<file path="src/rtl/fsm_light_pkg.sv">
// Shared state encoding and level-to-duty mapping for the PWM light dimmer.
package fsm_light_pkg;

  typedef enum logic [1:0] {
    S_HOLD      = 2'd0,
    S_RAMP_UP   = 2'd1,
    S_RAMP_DOWN = 2'd2
  } state_e;

  // Top level saturates to full-on; other levels are the code scaled into the duty range.
  function automatic logic [31:0] level_to_duty(input logic [31:0] level,
                                                input int unsigned sw_w,
                                                input int unsigned pwm_w);
    logic [31:0] top_level;
    top_level = (32'd1 << sw_w) - 32'd1;
    if (level == top_level) begin
      return (32'd1 << pwm_w) - 32'd1;
    end
    return level << (pwm_w - sw_w);
  endfunction

endpackage

</file>
<file path="src/rtl/sw_debounce.sv">
// Two-flop synchroniser plus stable-count debounce for a multi-bit switch code.
module sw_debounce #(
  parameter int unsigned SW_W       = 2,
  parameter int unsigned DEB_CYCLES = 1000
) (
  input  logic            i_clk,
  input  logic            i_reset_n,
  input  logic [SW_W-1:0] i_sw,
  output logic [SW_W-1:0] o_sw
);

  localparam int unsigned CNT_W = (DEB_CYCLES > 1) ? $clog2(DEB_CYCLES) : 1;

  logic [SW_W-1:0]  r_sync1;
  logic [SW_W-1:0]  r_sync2;
  logic [SW_W-1:0]  r_cand;
  logic [CNT_W-1:0] r_cnt;
  logic [SW_W-1:0]  r_level;

  assign o_sw = r_level;

  // Any change of the synchronised code restarts the stability count.
  always_ff @(posedge i_clk or negedge i_reset_n) begin
    if (!i_reset_n) begin
      r_sync1 <= '0;
      r_sync2 <= '0;
      r_cand  <= '0;
      r_cnt   <= '0;
      r_level <= '0;
    end else begin
      r_sync1 <= i_sw;
      r_sync2 <= r_sync1;
      if (r_sync2 != r_cand) begin
        r_cand <= r_sync2;
        r_cnt  <= '0;
      end else if (r_cand != r_level) begin
        if (r_cnt == CNT_W'(DEB_CYCLES - 1)) begin
          r_level <= r_cand;
          r_cnt   <= '0;
        end else begin
          r_cnt <= r_cnt + CNT_W'(1);
        end
      end
    end
  end

endmodule

</file>
<file path="src/rtl/fsm_light_dimmer.sv">
// Switch-selected brightness with linear duty ramping (or instant jump) and PWM drive.
module fsm_light_dimmer
  import fsm_light_pkg::*;
#(
  parameter int unsigned SW_W        = 2,
  parameter int unsigned PWM_W       = 8,
  parameter int unsigned DEB_CYCLES  = 1000,
  parameter int unsigned RAMP_CYCLES = 256
) (
  input  logic             i_clk,
  input  logic             i_reset_n,
  input  logic [SW_W-1:0]  i_OnOffSW,
  input  logic             i_instant,
  output logic             o_light,
  output logic [SW_W-1:0]  o_level,
  output logic [PWM_W-1:0] o_duty,
  output logic             o_busy
);

  localparam int unsigned PRESC_W  = (RAMP_CYCLES > 1) ? $clog2(RAMP_CYCLES) : 1;
  localparam int unsigned PWM_LAST = (32'd1 << PWM_W) - 32'd2;

  state_e             r_state;
  state_e             w_state_nxt;
  logic [PWM_W-1:0]   r_duty;
  logic [PWM_W-1:0]   w_duty_nxt;
  logic [PRESC_W-1:0] r_presc;
  logic [PRESC_W-1:0] w_presc_nxt;
  logic               r_busy;
  logic [PWM_W-1:0]   r_pwm_cnt;
  logic               r_light;
  logic [SW_W-1:0]    w_level;
  logic [PWM_W-1:0]   w_target;
  logic [PWM_W-1:0]   w_duty_up;
  logic [PWM_W-1:0]   w_duty_dn;
  logic               w_presc_wrap;

  sw_debounce #(
    .SW_W       (SW_W),
    .DEB_CYCLES (DEB_CYCLES)
  ) u_sw_debounce (
    .i_clk     (i_clk),
    .i_reset_n (i_reset_n),
    .i_sw      (i_OnOffSW),
    .o_sw      (w_level)
  );

  assign w_target     = PWM_W'(level_to_duty(32'(w_level), SW_W, PWM_W));
  assign w_duty_up    = r_duty + PWM_W'(1);
  assign w_duty_dn    = r_duty - PWM_W'(1);
  assign w_presc_wrap = (r_presc == PRESC_W'(RAMP_CYCLES - 1));

  assign o_level = w_level;
  assign o_duty  = r_duty;
  assign o_busy  = r_busy;
  assign o_light = r_light;

  always_ff @(posedge i_clk or negedge i_reset_n) begin
    if (!i_reset_n) begin
      r_state <= S_HOLD;
      r_duty  <= '0;
      r_presc <= '0;
      r_busy  <= 1'b0;
    end else begin
      r_state <= w_state_nxt;
      r_duty  <= w_duty_nxt;
      r_presc <= w_presc_nxt;
      r_busy  <= (w_state_nxt != S_HOLD);
    end
  end

  // Direction is re-checked every cycle so a target change mid-ramp turns or stops it.
  always_comb begin
    w_state_nxt = r_state;
    w_duty_nxt  = r_duty;
    w_presc_nxt = r_presc;
    if (i_instant) begin
      w_duty_nxt  = w_target;
      w_state_nxt = S_HOLD;
      w_presc_nxt = '0;
    end else begin
      case (r_state)
        S_HOLD: begin
          if (w_target > r_duty) begin
            w_state_nxt = S_RAMP_UP;
            w_presc_nxt = '0;
          end else if (w_target < r_duty) begin
            w_state_nxt = S_RAMP_DOWN;
            w_presc_nxt = '0;
          end
        end
        S_RAMP_UP: begin
          if (w_target < r_duty) begin
            w_state_nxt = S_RAMP_DOWN;
            w_presc_nxt = '0;
          end else if (w_target == r_duty) begin
            w_state_nxt = S_HOLD;
          end else if (w_presc_wrap) begin
            w_presc_nxt = '0;
            w_duty_nxt  = w_duty_up;
            if (w_duty_up == w_target) w_state_nxt = S_HOLD;
          end else begin
            w_presc_nxt = r_presc + PRESC_W'(1);
          end
        end
        S_RAMP_DOWN: begin
          if (w_target > r_duty) begin
            w_state_nxt = S_RAMP_UP;
            w_presc_nxt = '0;
          end else if (w_target == r_duty) begin
            w_state_nxt = S_HOLD;
          end else if (w_presc_wrap) begin
            w_presc_nxt = '0;
            w_duty_nxt  = w_duty_dn;
            if (w_duty_dn == w_target) w_state_nxt = S_HOLD;
          end else begin
            w_presc_nxt = r_presc + PRESC_W'(1);
          end
        end
        default: begin
          w_state_nxt = S_HOLD;
          w_presc_nxt = '0;
        end
      endcase
    end
  end

  // Period of 2^PWM_W-1 lets duty 0 and all-ones map to solid off and solid on.
  always_ff @(posedge i_clk or negedge i_reset_n) begin
    if (!i_reset_n) begin
      r_pwm_cnt <= '0;
      r_light   <= 1'b0;
    end else begin
      r_light <= (r_pwm_cnt < r_duty);
      if (r_pwm_cnt == PWM_W'(PWM_LAST)) begin
        r_pwm_cnt <= '0;
      end else begin
        r_pwm_cnt <= r_pwm_cnt + PWM_W'(1);
      end
    end
  end

endmodule
</file>
<file path="config.mk">
export PLATFORM = sky130hd
export DESIGN_NAME = fsm_light_dimmer
export DESIGN_NICKNAME = d
export VERILOG_FILES = /design/src/rtl/fsm_light_pkg.sv /design/src/rtl/sw_debounce.sv /design/src/rtl/fsm_light_dimmer.sv
export SDC_FILE = /design/constraint.sdc
export NUM_CORES = 1
export LEC_CHECK = 0
export CORE_MARGIN = 10
export CORE_UTILIZATION = 53
export CTS_CLUSTER_DIAMETER = 40
export CTS_CLUSTER_SIZE = 24
export DETAILED_ROUTE_END_ITERATION = 6
export PLACE_DENSITY = 0.72
export SLEW_MARGIN = 25
export SYNTH_ARGS = -nofsm -noshare
export SYNTH_HDL_FRONTEND = slang
export SYNTH_HIERARCHICAL = 1
export SYNTH_SLANG_ARGS = --single-unit
</file>
<file path="constraint.sdc">
create_clock -name i_clk -period 4.3 [get_ports i_clk]
set_clock_uncertainty 0.15 [all_clocks]
set_input_delay 0.86 -clock i_clk [delete_from_list [all_inputs] [get_ports i_clk]]
set_output_delay 0.86 -clock i_clk [all_outputs]
set_load 0.005 [all_outputs]
</file>
==> flow_summary.ini <==
[critical_path]
worstPathRequired_ns = 4.35
end_kind = flip-flop
worstReg2RegStart = u_sw_debounce/o_sw[1]
slowest_delay_ns = 0.64
worst-path-buf-inv = 1
cp_max_fo = 10
r2r_setup_slack_ns = 0.81
worst-setup-path-type = flip-flop to flip-flop
cp_top_family = compound AO/OA/AOI/OAI gates
crit_path_top_delay_cell = a21oi_1
r2r_cells = 8
rr_endpoint = o_duty[5]
crit_chain = nand2_1 -> inv_1 -> ha_1 -> a211o_1 -> a21oi_1 -> nand3_1 -> a2111oi_0 -> and3b_1
cp-start-kind = flip-flop
cp.arrival_ns = 3.55

[worst_hold_path]
whs_path_depth = 0
hold_end = u_sw_debounce/r_sync2[0]
hold_path.class = flip-flop to flip-flop
worstHoldStart = u_sw_debounce/r_sync1[0]

[sta]
max_freq_mhz = 286
setup_viol = 0
slew_headroom_pct = 41.6
rsz0062_at_grt = no
finalCritPeriodShare_pct = 81.2
tightestPinTransition_ns = 0.877
setup_tns_ns = 0
period_needed_ns = 3.49
hold_violations = 0
hold_ws_ns = 0.206
worst_slack_ns = 0.808
maxSlewViolCount = 0

[global_route]
grt_pass1_wl_mm = 14.1
overflow = 0
first_global_vias = 2923
grt_usage_pct = 16.8
antenna_found_initial = 0
grt_max_degree = 47

[die]
pin_count = 17
die_y_um = 100
dieArea_um2 = 10100
num_rows = 29
start_util_pct = 54.2
fp.coreArea_um2 = 6310
die_x_um = 100

[synth]
syn-mean-instance-area_um2 = 8.92
yosys_warnings = 6
syn-cell-area_um2 = 3420
async_flop_share_pct = 100
synth_flop_cell = dfrtp_1
synth_edf_count = 0
ys_seq_area_share_pct = 33.6
synth_cell_type_count = 63
synth_seq_cells = 46
syn_inst = 384
syn_nets = 414

[route]
ant_nets = 0
drtIter0Drc = 183
routed_wl_mm = 8.44
viasPerCell = 6.63
firstDrtPassIters = 4
drc_errors = 0
vias = 3116
routedWlPerCell_um = 18.0

[placement]
numPortBuffers = 16
gp_congestion = 0.960
dp_hpwl_mm = 6.27
post-place-ws_ns = 0.915

[clocking]
cts_sinks = 46
numCtsBuffers = 5
postCtsHoldBufs = 0
cts_setup_buffers = 0
cts.clk_slew.worst_paths_ns = 0.10
clock-root-buffer = clkbuf_8
insertion_delay_ns = 0.31
clock_path_buffers = 2
h-tree-depth = 2
ctsResizeCount = 0
cts_tree = yes

[final_layout]
syn_to_final_growth_pct = 7.82
final_layout_size_suffix_gt1_share_pct = 5.60
final_cell_mix = dfrtp_1 (46), nand3_1 (26), ha_1 (25)
final_nets = 422
n_antenna_cell = 0
layout_commonest_cell = dfrtp_1

[run]
cap_violations = 0

[outcome]
status = finished, final reports clean

[pwr]
p_total_mw = 1.14
ir_drop_mv = 0.236
p_per_area_nw_per_um2 = 309
cellLeakagePower_nw = 1.51
==> cell type report <==
cell class              count  area (µm²)
fillers                   575        2620
multi-input cells         304        2120
flip-flops and latches     46        1150
repair buffers             17         165
well taps                  77        96.3
clock buffers               5        68.8
inverters                  18        67.6
clock inverters             3        26.3
==> power by group <==
part           switching, mW  internal [mW]
Combinational          0.216          0.136
Clock                  0.167          0.121
Sequential            0.0405          0.461
Total                  0.424          0.718
==> how the worst max path moves through the flow <==
stage	startpoint	to	slack, ns	cells past startpoint
2_1_floorplan	u_sw_debounce/o_sw[0]	o_duty[6]	1.37	10
3_3_place_gp	u_sw_debounce/o_sw[0]	o_duty[5]	1.00	8
3_5_place_dp	u_sw_debounce/o_sw[0]	o_duty[5]	0.92	8
4_1_cts	u_sw_debounce/o_sw[1]	o_duty[5]	0.90	8
5_1_grt	u_sw_debounce/o_sw[0]	o_duty[5]	0.52	8
6_report	u_sw_debounce/o_sw[1]	o_duty[5]	0.81	8
==> cells in the mapped netlist, types with 8 or more instances <==
master / instances / area share [%]
o21ai_0: 19 / 2.8
clkbuf_1: 10 / 1.1
nor2_1: 23 / 2.5
inv_1: 18 / 2.0
ha_1: 25 / 9.1
nand3_1: 26 / 3.8
and3_1: 8 / 1.5
xnor2_1: 11 / 2.8
a21oi_1: 22 / 3.2
nand4_1: 18 / 3.3
dfrtp_1: 46 / 34
nand2_1: 20 / 2.2
xor2_1: 9 / 2.3
nor3_1: 14 / 2.0
a31oi_1: 10 / 1.8
==> metal layers <==
| layer | GRT usage (%) | share of wire (%) | vias to the layer above |
|---|---|---|---|
| li1 | - | - | 1479 |
| met1 | 21.8 | 45 | 1522 |
| met2 | 26.4 | 47 | 91 |
| met3 | 3.02 | 4.6 | 24 |
| met4 | 7.93 | 3.1 | 0 |
| met5 | 0 | 0 | - |
==> sequential cells by signal, summed over array words and instances (netlist names), 8 cells and up <==
register and cells:
o_duty 8, r_presc 8, r_pwm_cnt 8, u_sw_debounce/r_cnt 10
==> through the flow <==
| step | area [µm²] | utilization, % | instances |
|---|---|---|---|
| after detailed placement | 3600 | 57.0 | 462 |
| after floorplan | 3420 | - | 384 |
| after global routing | 3690 | 58.5 | 470 |
| final | 3690 | 58.5 | 470 |
| after global placement | 3590 | 56.9 | 462 |
| after CTS | 3690 | 58.5 | 470 |
==> kinds of logic (layout without fill, tap and decap cells) <==
logic type               after synthesis  count (layout)  synth area share [%]
XOR/XNOR                              20              20                  5.12
adder cells (fa/ha/maj)               25              25                  9.13
AO/OA/AOI/OAI                        105             105                  21.4
buffers and inverters                 34              43                  4.57
multiplexers                           5               5                  1.57
flip-flops                            46              46                  33.6
AND/OR/NAND/NOR                      149             149                  24.6
Power figures use the tool's default switching activity.
